`config.mk`:
```
export PLATFORM = sky130hd
export DESIGN_NAME = calc_entry
export DESIGN_NICKNAME = d
export VERILOG_FILES = /design/src/rtl/calc_entry.sv
export SDC_FILE = /design/constraint.sdc
export NUM_CORES = 1
export LEC_CHECK = 0
export CORE_MARGIN = 5
export CORE_UTILIZATION = 50
export DETAILED_ROUTE_END_ITERATION = 6
export MAX_ROUTING_LAYER = met4
export PLACE_DENSITY = 0.75
export SETUP_SLACK_MARGIN = 0.02
export SYNTH_ARGS = -nofsm -noshare
export SYNTH_HDL_FRONTEND = slang
export SYNTH_SLANG_ARGS = --single-unit
export TNS_END_PERCENT = 5
```
`constraint.sdc`:
```
create_clock -name clk -period 6 [get_ports clk]
set_input_delay 1.2 -clock clk [delete_from_list [all_inputs] [get_ports clk]]
set_output_delay 1.2 -clock clk [all_outputs]
set_load 0.1 [all_outputs]
```
`src/rtl/calc_entry.sv`:
```
// calc_entry: turns decoded keypad keys into operand entry, add/subtract
// evaluation and a signed display value for the display stage.
//
// state | meaning
// ------+--------------------------------------------------------------
// S_A   | entering the first operand (a), or a result being reused as a
// S_OP  | operator latched, waiting for the first digit of b
// S_B   | entering the second operand (b); display shows b
// S_RES | result of '=' held in a; digit starts over, operator chains
module calc_entry #(
    parameter int DIGITS = 4,
    parameter int MAXV   = 9999,
    parameter int RW     = 16
) (
    input  logic          clk,
    input  logic          rst,
    input  logic          key_press,
    input  logic          is_num,
    input  logic          is_op,
    input  logic          is_eq,
    input  logic [3:0]    num_val,
    input  logic [1:0]    op_val,
    output logic [RW-1:0] disp_val,
    output logic [1:0]    state,
    output logic          result_valid,
    output logic          ovf,
    output logic          err
);

    typedef enum logic [1:0] {
        S_A   = 2'd0,
        S_OP  = 2'd1,
        S_B   = 2'd2,
        S_RES = 2'd3
    } state_t;

    localparam int CW = $clog2(DIGITS + 1);
    localparam logic signed [RW:0]   POS_LIM = (RW+1)'(MAXV);
    localparam logic signed [RW:0]   NEG_LIM = -POS_LIM;
    localparam logic signed [RW-1:0] POS_SAT = RW'(MAXV);
    localparam logic signed [RW-1:0] NEG_SAT = -POS_SAT;

    state_t                st_q, st_d;
    logic signed [RW-1:0]  a_q, a_d;
    logic signed [RW-1:0]  b_q, b_d;
    logic                  op_sub_q, op_sub_d;
    logic [CW-1:0]         cnt_q, cnt_d;
    logic                  kp_d_q;
    logic                  ovf_q, ovf_d;
    logic                  rv_q, rv_d;
    logic                  err_q, err_d;

    logic                  evt;
    logic                  op_bad;
    logic                  cnt_full;
    logic                  dig_adv;
    logic signed [RW-1:0]  num_ext;
    logic signed [RW-1:0]  acc_src;
    logic signed [RW-1:0]  acc_nx;
    logic signed [RW:0]    ext_a, ext_b, sum;
    logic signed [RW-1:0]  ev_val;
    logic                  ev_sat;

    // Key-level delay line; held at 1 in reset so a key held across reset release is not an event
    always_ff @(posedge clk or negedge rst) begin
        if (!rst) kp_d_q <= 1'b1;
        else      kp_d_q <= key_press;
    end

    assign evt = key_press & ~kp_d_q;

    // Arithmetic helpers: digit accumulate and saturating add/subtract of a and b
    always_comb begin
        op_bad   = (op_val == 2'd0) || (op_val == 2'd3);
        num_ext  = {{(RW-4){1'b0}}, num_val};
        acc_src  = (st_q == S_B) ? b_q : a_q;
        acc_nx   = (acc_src <<< 3) + (acc_src <<< 1) + num_ext;
        cnt_full = (cnt_q == CW'(DIGITS));
        dig_adv  = (acc_src != '0) || (num_val != 4'd0);

        ext_a  = {a_q[RW-1], a_q};
        ext_b  = {b_q[RW-1], b_q};
        sum    = op_sub_q ? (ext_a - ext_b) : (ext_a + ext_b);
        ev_val = sum[RW-1:0];
        ev_sat = 1'b0;
        if (sum > POS_LIM) begin
            ev_val = POS_SAT;
            ev_sat = 1'b1;
        end else if (sum < NEG_LIM) begin
            ev_val = NEG_SAT;
            ev_sat = 1'b1;
        end
    end

    // Next-state and register updates; only an event cycle changes anything
    always_comb begin
        st_d     = st_q;
        a_d      = a_q;
        b_d      = b_q;
        op_sub_d = op_sub_q;
        cnt_d    = cnt_q;
        ovf_d    = ovf_q;
        rv_d     = 1'b0;
        err_d    = 1'b0;
        if (evt) begin
            if (is_eq) begin
                if (st_q == S_B) begin
                    a_d   = ev_val;
                    ovf_d = ovf_q | ev_sat;
                    rv_d  = 1'b1;
                    st_d  = S_RES;
                end
            end else if (is_op) begin
                if (op_bad) begin
                    err_d = 1'b1;
                end else begin
                    if (st_q == S_B) begin
                        a_d   = ev_val;
                        ovf_d = ovf_q | ev_sat;
                    end
                    op_sub_d = (op_val == 2'd2);
                    st_d     = S_OP;
                end
            end else if (is_num) begin
                if (num_val > 4'd9) begin
                    err_d = 1'b1;
                end else begin
                    case (st_q)
                        S_A: begin
                            if (!cnt_full) begin
                                a_d = acc_nx;
                                if (dig_adv) cnt_d = cnt_q + CW'(1);
                            end
                        end
                        S_OP: begin
                            b_d   = num_ext;
                            cnt_d = CW'(num_val != 4'd0);
                            st_d  = S_B;
                        end
                        S_B: begin
                            if (!cnt_full) begin
                                b_d = acc_nx;
                                if (dig_adv) cnt_d = cnt_q + CW'(1);
                            end
                        end
                        default: begin
                            a_d   = num_ext;
                            cnt_d = CW'(num_val != 4'd0);
                            ovf_d = 1'b0;
                            st_d  = S_A;
                        end
                    endcase
                end
            end
        end
    end

    // State and datapath registers
    always_ff @(posedge clk or negedge rst) begin
        if (!rst) begin
            st_q     <= S_A;
            a_q      <= '0;
            b_q      <= '0;
            op_sub_q <= 1'b0;
            cnt_q    <= '0;
            ovf_q    <= 1'b0;
            rv_q     <= 1'b0;
            err_q    <= 1'b0;
        end else begin
            st_q     <= st_d;
            a_q      <= a_d;
            b_q      <= b_d;
            op_sub_q <= op_sub_d;
            cnt_q    <= cnt_d;
            ovf_q    <= ovf_d;
            rv_q     <= rv_d;
            err_q    <= err_d;
        end
    end

    assign disp_val     = (st_q == S_B) ? b_q : a_q;
    assign state        = st_q;
    assign result_valid = rv_q;
    assign ovf          = ovf_q;
    assign err          = err_q;

endmodule

```
==> flow_summary.ini <==
[timing]
slew_violations = 0
skew_ps = 20.4
finalSetupTns_ps = 0
setup_violations = 0
hold_viol = 0
max_slew.worst_pin.slew_ps = 978
timing.final.crit_share = 0.784
relSlewSlack = 0.346
period_needed_ps = 4700
fmax_mhz = 213
rsz0062_at_grt = no

[cells_and_area]
layout-drive-gt1-share = 0.0783
final_nets = 639
finalNonFillerCells = 686
nFillCells = 824
area_growth_syn_to_layout_pct = 11.4
diodes = 0

[job]
max_cap_violations = 0

[worst_setup_path]
crit_family = compound AO/OA/AOI/OAI gates
crit_path_start_kind = flip-flop
crit_fanout = 7
worst-path-buf-inv = 0
worstSetupPathType = reg -> reg
crit_arrival_ps = 4890
max_stage_delay_ps = 720
required_ps = 6180
slowest_stage = nor3_1
endpoint_kind = flip-flop
crit_top_cell = o211ai_1
crit_chain = nor3_1 -> nor2_1 -> xnor2_1 -> ha_1 -> o21ai_0 -> a21oi_1 -> o211a_1 -> o211ai_1 -> a311oi_1 -> a41oi_2 -> o211ai_1 -> a31oi_1 -> a221oi_1

[min_path]
hold_class = reg -> reg

[synth]
synth-xor-area-share = 0.0654
synth_flop_cell = dfrtp_1
ys_warn_count = 0
async_flop_share = 1.00
synthAdderAreaFrac = 0.146
syn_avg_cell_area_um2 = 8.49
netlist_instances = 552
syn-num-nets = 617
synth_compound_area_frac = 0.286
synth_top_family_by_area = compound AO/OA/AOI/OAI gates
synth_edf_count = 0
seq_area_frac_synth = 0.225
yosys.cell_types.count = 75
ys_ff_latch = 42
synth-simple-area-share = 0.184
netlist_area_um2 = 4690
synthMuxAreaShare = 0.0553

[floorplan]
die-area_um2 = 11400
core_um2 = 9200
num_io_pins = 33
die_height_um = 107
die_x_um = 107
row_count = 35
initial_core_util = 0.510

[cts]
post_cts_buffers = 0
clock_sinks = 42
cts_buffers = 5
clk_path_buf_depth = 2
root_buffer = clkbuf_8
htreeDepth = 2
cts.repair.resized = 0
cts.clk_slew.worst_paths_ps = 80
hold_buffers = 0
clock_latency_ps = 310
cts_tree = built

[placement]
gp_congestion = 0.899
io_buffer_count = 32
placed_cells = 678
hpwl_um = 10700

[grt]
grt_pass1_vias = 4413
grt_pass1_wl_um = 22700
grt_max_degree = 43
track_usage = 0.252
overflow = 0
antenna_found_initial = 0

[drt]
antenna_left = 0
drc = 0
routed_via_density = 6.67
vias = 4575
drtIter0Drc = 401
wl_per_cell_um = 19.9
wirelength_um = 13700
first_pass_iters = 5

[run_status]
status = finished clean
-- metrics by stage --
| step | area, um2 | hold slack, ps | util | setup WS [ps] |
|---|---|---|---|---|
| 2_1_floorplan | 4690 | 475 | - | 29.8 |
| 3_3_place_gp | 5080 | 497 | 0.553 | 1490 |
| 3_5_place_dp | 5080 | 513 | 0.553 | 1380 |
| 4_1_cts | 5220 | 533 | 0.568 | 1370 |
| 5_1_grt | 5220 | 561 | 0.568 | 995 |
| 6_report | 5220 | 525 | 0.568 | 1300 |
-- flip-flops by register name, indices dropped and copies added (netlist names) --
signal / count
state: 2
a_q: 16
b_q: 16
op_sub_q: 1
result_valid: 1
cnt_q: 3
err: 1
kp_d_q: 1
ovf: 1
-- layout by cell type, fill, tap and decap left out, drive strengths merged, types with 9 or more instances in the layout --
cell | netlist | layout
inv | 23 | 23
nand3 | 13 | 13
mux2i | 9 | 9
and2 | 9 | 9
a31oi | 13 | 13
xor2 | 9 | 9
nor3 | 16 | 16
a22o | 14 | 14
nor2 | 34 | 34
mux2 | 13 | 13
dfrtp | 41 | 41
a211oi | 9 | 9
clkdlybuf4s50 | 0 | 31
ha | 50 | 50
xnor2 | 26 | 26
a21o | 11 | 11
nand2 | 43 | 43
o21ai | 25 | 25
a21oi | 45 | 45
-- worst reg2reg max path, stage by stage, from the launching register on --
cell and delay [ps]:
dfrtp_1 450, nor3_1 720, nor2_1 120, xnor2_1 160
ha_1 350, o21ai_0 150, a21oi_1 260, o211a_1 250
o211ai_1 100, a311oi_1 650, a41oi_2 280, o211ai_1 480
a31oi_1 270, a221oi_1 350
-- logic make-up after synthesis --
family	Yosys count
buffers and inverters	45
muxes	23
xor gates and xnor gates	35
DFF	42
AOI/OAI and AO/OA	185
and+or+nand+nor	169
adders and majority gates	53
-- layer usage --
| metal | GRT usage | wire [um] |
|---|---|---|
| met1 | 0.341 | 6130 |
| met2 | 0.401 | 6410 |
| met3 | 0.0259 | 759 |
| met4 | 0.0767 | 366 |
| met5 | - | 0 |
-- cell type report --
| cell class | instances | area [um2] | share of cell area |
|---|---|---|---|
| Timing Repair Buffer | 37 | 353 | 0.0676 |
| Clock inverter | 3 | 68.8 | 0.0132 |
| Multi-Input combinational cell | 465 | 3450 | 0.661 |
| Inverter | 23 | 86.3 | 0.0165 |
| Sequential cell | 42 | 1050 | 0.201 |
| Tap cell | 111 | 139 | 0.0266 |
| Clock buffer | 5 | 68.8 | 0.0132 |
-- worst paths after layout --
path / start / to / slack (ps) / cells past startpoint
worst max register to register: b_q[2] / a_q[13] / 1300 / 13
worst min-delay path: cnt_q[1] / cnt_q[1] / 530 / 2
worst min register to register: cnt_q[1] / cnt_q[1] / 530 / 2
max in group asynchronous: rst / a_q[15] / 4350 / 1
min in group asynchronous: rst / b_q[0] / 1040 / 1
worst max-delay path: b_q[2] / a_q[13] / 1300 / 13
-- cell usage after synthesis (7+ instances only) --
| master | instances | area share |
|---|---|---|
| nor2b_1 | 8 | 0.011 |
| or3_1 | 7 | 0.0093 |
| o21ai_0 | 23 | 0.025 |
| mux2i_1 | 9 | 0.019 |
| xor2_1 | 9 | 0.017 |
| a211oi_1 | 8 | 0.013 |
| ha_1 | 50 | 0.13 |
| dfrtp_1 | 41 | 0.22 |
| a31oi_1 | 13 | 0.017 |
| inv_1 | 23 | 0.018 |
| xnor2_1 | 26 | 0.049 |
| nor2_1 | 34 | 0.027 |
| a21o_1 | 11 | 0.018 |
| nand3_1 | 13 | 0.014 |
| nor4_1 | 8 | 0.011 |
| clkbuf_1 | 15 | 0.012 |
| a22o_1 | 14 | 0.026 |
| nor3_1 | 16 | 0.017 |
| nand2b_1 | 7 | 0.0093 |
| o211ai_1 | 8 | 0.013 |
| mux2_2 | 13 | 0.031 |
| nand2_1 | 43 | 0.034 |
| and2_1 | 7 | 0.0093 |
| a21oi_1 | 44 | 0.047 |
Power is not shown: default switching activity piles up to over one toggle a cycle in this logic, so the estimate is an artifact.
